**config.mk**
```make
export PLATFORM = sky130hd
export DESIGN_NAME = gearbox_upsizing_nx
export DESIGN_NICKNAME = d
export VERILOG_FILES = /design/src/rtl/gearbox_upsizing_nx.sv
export SDC_FILE = /design/constraint.sdc
export NUM_CORES = 1
export LEC_CHECK = 0
export ABC_AREA = 1
export CORE_MARGIN = 5
export CORE_UTILIZATION = 48
export DETAILED_ROUTE_END_ITERATION = 7
export GPL_TIMING_DRIVEN = 0
export PLACE_DENSITY = 0.77
export SLEW_MARGIN = 25
export SYNTH_ARGS = -nofsm -noshare
export SYNTH_HDL_FRONTEND = slang
export SYNTH_SLANG_ARGS = --single-unit
```
**constraint.sdc**
```tcl
create_clock -name aclk -period 1.25 [get_ports aclk]
set_input_delay 0.1875 -clock aclk [delete_from_list [all_inputs] [get_ports aclk]]
set_output_delay 0.1875 -clock aclk [all_outputs]
set_load 0.1 [all_outputs]
```
**src/rtl/gearbox_upsizing_nx.sv**
```systemverilog
// AXI-Stream width upsizer: packs RATIO narrow beats into one wide word,
// flushing a partial word on in_tlast and marking filled lanes in out_tkeep.
module gearbox_upsizing_nx #(
    parameter int DATA_W = 40,
    parameter int RATIO  = 2
) (
    input  logic                      aclk,
    input  logic                      aresetn,
    input  logic [DATA_W-1:0]         in_tdata,
    input  logic                      in_tvalid,
    input  logic                      in_tlast,
    output logic                      in_tready,
    output logic [DATA_W*RATIO-1:0]   out_tdata,
    output logic [RATIO-1:0]          out_tkeep,
    output logic                      out_tlast,
    output logic                      out_tvalid,
    input  logic                      out_tready
);

    localparam int CW = (RATIO > 1) ? $clog2(RATIO) : 1;
    localparam int OW = DATA_W * RATIO;
    localparam logic [CW-1:0] LAST_LANE = CW'(RATIO - 1);

    logic [CW-1:0]    cnt_q,   cnt_d;
    logic [OW-1:0]    acc_q,   acc_d;
    logic [RATIO-1:0] keep_q,  keep_d;
    logic [OW-1:0]    data_q,  data_d;
    logic [RATIO-1:0] tkeep_q, tkeep_d;
    logic             last_q,  last_d;
    logic             valid_q, valid_d;

    logic             accept;
    logic             close;
    logic [OW-1:0]    acc_wr;
    logic [RATIO-1:0] keep_wr;

    assign in_tready = aresetn & (~valid_q | out_tready);
    assign accept    = in_tvalid & in_tready;
    assign close     = accept & ((cnt_q == LAST_LANE) | in_tlast);

    // Accumulator and keep mask with the incoming beat merged into lane cnt.
    always_comb begin
        acc_wr  = acc_q;
        keep_wr = keep_q;
        for (int unsigned i = 0; i < RATIO; i++) begin
            if (cnt_q == CW'(i)) begin
                acc_wr[i*DATA_W +: DATA_W] = in_tdata;
                keep_wr[i]                 = 1'b1;
            end
        end
    end

    always_comb begin
        cnt_d   = cnt_q;
        acc_d   = acc_q;
        keep_d  = keep_q;
        data_d  = data_q;
        tkeep_d = tkeep_q;
        last_d  = last_q;
        valid_d = valid_q;

        if (valid_q && out_tready) begin
            valid_d = 1'b0;
        end

        // A closing beat may land on the same edge the previous word leaves.
        if (close) begin
            data_d  = acc_wr;
            tkeep_d = keep_wr;
            last_d  = in_tlast;
            valid_d = 1'b1;
            acc_d   = '0;
            keep_d  = '0;
            cnt_d   = '0;
        end else if (accept) begin
            acc_d   = acc_wr;
            keep_d  = keep_wr;
            cnt_d   = cnt_q + CW'(1);
        end
    end

    always_ff @(posedge aclk or negedge aresetn) begin
        if (!aresetn) begin
            cnt_q   <= '0;
            acc_q   <= '0;
            keep_q  <= '0;
            data_q  <= '0;
            tkeep_q <= '0;
            last_q  <= 1'b0;
            valid_q <= 1'b0;
        end else begin
            cnt_q   <= cnt_d;
            acc_q   <= acc_d;
            keep_q  <= keep_d;
            data_q  <= data_d;
            tkeep_q <= tkeep_d;
            last_q  <= last_d;
            valid_q <= valid_d;
        end
    end

    assign out_tdata  = data_q;
    assign out_tkeep  = tkeep_q;
    assign out_tlast  = last_q;
    assign out_tvalid = valid_q;

endmodule
```
==> results of run 1 <==
cell usage after synthesis, drive strengths merged:
library cell | instances | area [um^2]
inv | 49 | 184
dfrtp | 167 | 4180
o21ai | 57 | 285
nand2 | 478 | 1800
buf | 43 | 236
a21oi | 1 | 8.76
nor2 | 42 | 165
nand4 | 66 | 419
clkbuf | 24 | 90.1
nand3 | 2 | 10.0
path summary, 6_finish.rpt:
| check | end | slack, ns | depth (start not counted) |
|---|---|---|---|
| max | in_tready | -0.52 | 3 |
| max reg2reg | out_tdata[35] | -0.42 | 8 |
| min reg2reg | acc_q[14] | 0.48 | 2 |
| min | acc_q[61] | -0.40 | 1 |
| max in group asynchronous | out_tlast | 1.00 | 2 |
| min in group aclk | out_tlast | 0.44 | 3 |
critical path, stage by stage (launching register included):
cell and delay (ns):
dfrtp_4 0.50, a21oi_4 0.25, clkbuf_16 0.21, buf_16 0.16
per-layer routing:
metal  up-vias  GRT usage  part of all wire
met5         -          0                 0
li1       3344          -                 -
met2       716      0.414              0.48
met3       190     0.0536              0.10
met1      3828      0.334              0.35
met4         0      0.120             0.066
stage by stage:
| stage | area (um^2) | instances | setup TNS (ns) |
|---|---|---|---|
| floorplan | 7480 | 929 | -22.71 |
| global placement | 9010 | 1246 | -2319.47 |
| detailed placement | 9040 | 1247 | -181.91 |
| CTS | 10500 | 1303 | -36.94 |
| global route | 12200 | 1349 | -57.70 |
| finish | 12200 | 1349 | -52.58 |
area by class of cell:
type / instances / area [um^2] / share of cell area
Sequential cell: 167 / 4210 / 0.345
Multi-Input combinational cell: 646 / 3380 / 0.277
Timing Repair Buffer: 205 / 2890 / 0.237
Buffer: 62 / 647 / 0.0530
Clock buffer: 21 / 460 / 0.0377
Tap cell: 188 / 235 / 0.0193
Clock inverter: 11 / 195 / 0.0160
Inverter: 49 / 191 / 0.0157
registers in the layout, summed over array words and instances, names as in the netlist:
| name | cells |
|---|---|
| out_tvalid | 1 |
| out_tkeep | 2 |
| out_tdata | 80 |
| keep_q | 2 |
| acc_q | 80 |
| cnt_q | 1 |
| out_tlast | 1 |
cell families (layout without fill, tap and decap cells):
family	Yosys count	count (layout)	share of synthesized area
AOI/OAI and AO/OA	58	58	0.0399
DFF	167	167	0.567
buffers and inverters	116	348	0.0692
and+or+nand+nor	588	588	0.324
where the power goes:
group          internal, mW  leakage [nW]  switching, mW  total, mW
clock network          3.66         0.310           2.28       5.94
registers              6.28          2.21          0.959       7.24
logic                  4.28          3.55           8.31       12.6
repair_timing:
action                                  4_1_cts  5_1_grt
gates cloned                                  9        7
endpoints found under the setup margin      252      230
pin swaps                                     1       30
setup buffers                                15       46
endpoints found under the hold margin       123      123
resized for setup                           732      381
==> flow_summary.json, run 1 <==
{
  "status": "finished, violations left",
  "violations": "hold timing, setup timing",
  "utilization": 0.806,
  "grt_usage": 0.257,
  "grt_max_degree": 45,
  "antenna_cells": 0,
  "pre_cts_slack_ns": -1.87,
  "r2r-start": "out_tvalid",
  "drtIter0Drc": 1236,
  "p_per_area_nw_per_um2": 2110,
  "design.core.area_um2": 15100,
  "clockBufferDepth": 2,
  "start_util": 0.487,
  "syn_nets": 974,
  "mostFrequentLayoutCell": "nand2_1",
  "ys_types": 16,
  "crit_path_end_kind": "output port",
  "antenna_found_initial": 0,
  "htree_levels": 4,
  "worstSetupPathType": "reg -> out",
  "vias": 8078,
  "finalWorstSetupSlack_ns": -0.519,
  "drc_errors": 0,
  "fmax_mhz": 565,
  "dpl.hpwl_um": 14000,
  "ir_drop_mv": 1.37,
  "ant_nets": 0,
  "ys_ff_latch": 167,
  "clkSinkCount": 167,
  "post-route-min-period_ns": 1.77,
  "portBuffers": 129,
  "relSlewSlack": 0.635,
  "hold_viol_final": 123,
  "dieWidth_um": 134,
  "first_pass_iters": 6,
  "drv_slew": 0,
  "cts_made_buffers": 17,
  "clk-insertion-delay-late_ns": 0.45,
  "timing.final.crit_share": 1.42,
  "rows": 45,
  "power.leakage_nw": 6.07,
  "gp_congestion": 0.862,
  "grt_setup_unrepaired": "true",
  "tightest_slew_ns": 0.547,
  "syn2layout_area_growth_pct": 65.4,
  "fin_worst_skew_ns": 0.0103,
  "crit_path_max_fanout": 2,
  "vias_per_cell": 5.99,
  "p_total_mw": 25.8,
  "overflow": 0,
  "yosysWarnings": 0,
  "cts_tree": "built",
  "netlist_area_um2": 7370,
  "syn_area_per_cell_um2": 7.94,
  "drt-total-wl_um": 29500,
  "fp.dieH_um": 134,
  "root_buffer": "clkbuf_16",
  "whs_ns": -0.403,
  "ys_seq_area_frac": 0.567,
  "grt_pass1_vias": 6877,
  "start_kind": "flip-flop",
  "drive_above_1_share": 0.380,
  "grt_pass1_wl_um": 36400,
  "cp.arrival_ns": 1.58,
  "die-area_um2": 17900,
  "cap_violations": 0,
  "nNetsFinal": 1193,
  "fill_cells": 747,
  "wire_per_inst_um": 21.9,
  "crit_start": "out_tvalid",
  "mostFrequentLayoutCells": "nand2_1 (362), dfrtp_1 (148), nand2_2 (76)",
  "holdCritPathClass": "in -> async",
  "syn_inst": 929,
  "worst_ep_required_time_ns": 1.06,
  "io_pins": 130,
  "clkTransAtPathRegs_ns": 0.07,
  "setup_violations": 195
}
No activity file was read; power rests on OpenSTA's default activity.
==> inputs of run 2 (changes only) <==
--- a/config.mk
+++ b/config.mk
@@ -10,7 +10,9 @@
 export CORE_UTILIZATION = 48
 export DETAILED_ROUTE_END_ITERATION = 7
 export GPL_TIMING_DRIVEN = 0
+export HOLD_SLACK_MARGIN = 0.06
 export PLACE_DENSITY = 0.77
+export SETUP_SLACK_MARGIN = 0.5
 export SLEW_MARGIN = 25
 export SYNTH_ARGS = -nofsm -noshare
 export SYNTH_HDL_FRONTEND = slang
==> run 2 against run 1 <==
Effect of this change:
- the flow still finishes with violations (hold timing, setup timing)
- register-to-register slack worse by 0.11 ns
- first-iteration DRC count is 18% lower
- final cell count is 0.67% lower
- die area stayed put
- worst hold slack better by 0.15 ns
- clock skew is 0.0027 ns lower
- critical endpoint is now acc_q[54]
- highest routed layer unchanged
- non-clock buffer count is 9 lower
- sequential share of layout area is 2.4 points higher
==> flow_summary.json, run 2 (same netlist as run 1, synthesis figures left out) <==
{
  "cap_violations": 0,
  "gp_congestion": 0.827,
  "worstSetupPathType": "reg -> reg",
  "clk-insertion-delay-late_ns": 0.43,
  "crit_start": "out_tvalid",
  "violations": "hold timing, setup timing",
  "crit_chain": "buf_6 -> nand2_4 -> nand3_4 -> buf_6 -> nor2_4 -> buf_8 -> buf_12 -> buf_16 -> nor2_2",
  "clockBufferDepth": 2,
  "drv_slew": 0,
  "drtIter0Drc": 1017,
  "fin_worst_skew_ns": 0.00757,
  "htree_levels": 4,
  "first_pass_iters": 7,
  "crit_path_max_fanout": 6,
  "cp.arrival_ns": 2.11,
  "cts_tree": "built",
  "drive_above_1_share": 0.345,
  "finalWorstSetupSlack_ns": -0.530,
  "io_pins": 130,
  "cpMostUsedCell": "buf_6",
  "crit_path_end_kind": "flip-flop",
  "worst_ep_required_time_ns": 1.58,
  "mostFrequentLayoutCell": "nand2_1",
  "clkTransAtPathRegs_ns": 0.07,
  "start_util": 0.487,
  "relSlewSlack": 0.638,
  "whs_ns": -0.255,
  "switchingPower_mw": 11.1,
  "power.leakage_nw": 5.84,
  "fp.dieH_um": 134,
  "die-area_um2": 17900,
  "p_seq_frac": 0.305,
  "fmax_mhz": 562,
  "ir_drop_mv": 1.41,
  "vias": 7790,
  "cp_top_family": "buffers and inverters",
  "antenna_found_initial": 0,
  "drc_errors": 0,
  "grt_pass1_vias": 7523,
  "drt-total-wl_um": 28300,
  "p_int_mw": 14.1,
  "clkSinkCount": 167,
  "grt_max_degree": 92,
  "power_frac_clock": 0.208,
  "dpl.hpwl_um": 13900,
  "utilization": 0.805,
  "syn2layout_area_growth_pct": 65.3,
  "r2r-end": "acc_q[54]",
  "pre_cts_slack_ns": -1.32,
  "fill_cells": 759,
  "rows": 45,
  "wire_per_inst_um": 21.1,
  "r2r-start": "out_tvalid",
  "grt_setup_unrepaired": "true",
  "vias_per_cell": 5.81,
  "nNetsFinal": 1184,
  "antenna_cells": 0,
  "r2r.worst_path.cells": 9,
  "cts_made_buffers": 17,
  "p_per_area_nw_per_um2": 2060,
  "slowest_delay_ns": 0.50,
  "dieWidth_um": 134,
  "reg2reg_slack_ns": -0.53,
  "start_kind": "flip-flop",
  "crit_slowest_cell": "dfrtp_4",
  "portBuffers": 129,
  "timing.final.crit_share": 1.42,
  "tightest_slew_ns": 0.543,
  "grt_pass1_wl_um": 39800,
  "setup_violations": 252,
  "path_buf_inv": 5,
  "crit_end": "acc_q[54]",
  "mostFrequentLayoutCells": "nand2_1 (449), buf_12 (93), dfrtp_4 (84)",
  "root_buffer": "clkbuf_16",
  "p_sw_frac": 0.440,
  "ant_nets": 0,
  "grt_usage": 0.283,
  "combPwrFrac": 0.487,
  "holdCritPathClass": "in -> async",
  "design.core.area_um2": 15100,
  "post-route-min-period_ns": 1.78,
  "status": "finished, violations left",
  "hold_viol_final": 87,
  "overflow": 0,
  "cp_num_cells": 9
}
==> run 2: per-stage QoR <==
stage	setup TNS (ns)	power, mW	std cells	cell area [um^2]
3_5_place_dp	-119.46	16.7	1248	9380
3_3_place_gp	-2430.72	16.6	1246	9320
5_1_grt	-75.13	25.8	1340	12200
4_1_cts	-47.39	24.4	1319	11700
6_report	-68.85	25.2	1340	12200
2_1_floorplan	-21.80	14.3	929	7790
==> run 2: power by group through the flow <==
stage / Combinational, mW / Sequential, mW / Clock (mW)
finish: 12.3 / 7.67 / 5.23
detailed placement: 9.41 / 7.27 / 0
global route: 12.6 / 7.76 / 5.41
CTS: 11.6 / 7.60 / 5.19
global placement: 9.33 / 7.26 / 0
floorplan: 1.75 / 12.6 / 0
==> run 2: cell type report <==
cell class	count	area (um^2)	share of cell area
Inverter	49	184	0.0151
Timing Repair Buffer	191	2920	0.240
Clock buffer	23	478	0.0392
Tap cell	188	235	0.0193
Sequential cell	167	4490	0.369
Clock inverter	9	98.8	0.00811
Multi-Input combinational cell	646	3030	0.249
Buffer	67	748	0.0614
==> run 2: routing by layer <==
layer	wire [um]	part of all wire	vias to the layer above	track usage
li1	-	-	3322	-
met1	10200	0.36	3718	0.344
met2	13400	0.48	558	0.469
met3	2510	0.089	192	0.0600
met4	2090	0.074	0	0.159
met5	0	0	-	0
==> run 2: how the worst min path moves through the flow <==
stage          startpoint            end  slack, ns  cells after the start
2_1_floorplan     aresetn       acc_q[0]      -0.11                      0
3_3_place_gp    acc_q[15]      acc_q[15]       0.47                      2
3_5_place_dp      aresetn  out_tdata[51]       0.24                      2
4_1_cts           aresetn  out_tdata[15]      -0.22                      2
5_1_grt           aresetn  out_tdata[51]      -0.20                      2
6_report          aresetn  out_tdata[51]      -0.25                      2
==> run 2: what timing repair did <==
action,4_1_cts,5_1_grt
gates cloned,10,1
setup endpoints to repair,252,252
resized for setup,903,102
pin swaps,2,15
endpoints found under the hold margin,87,87
setup buffers,29,20
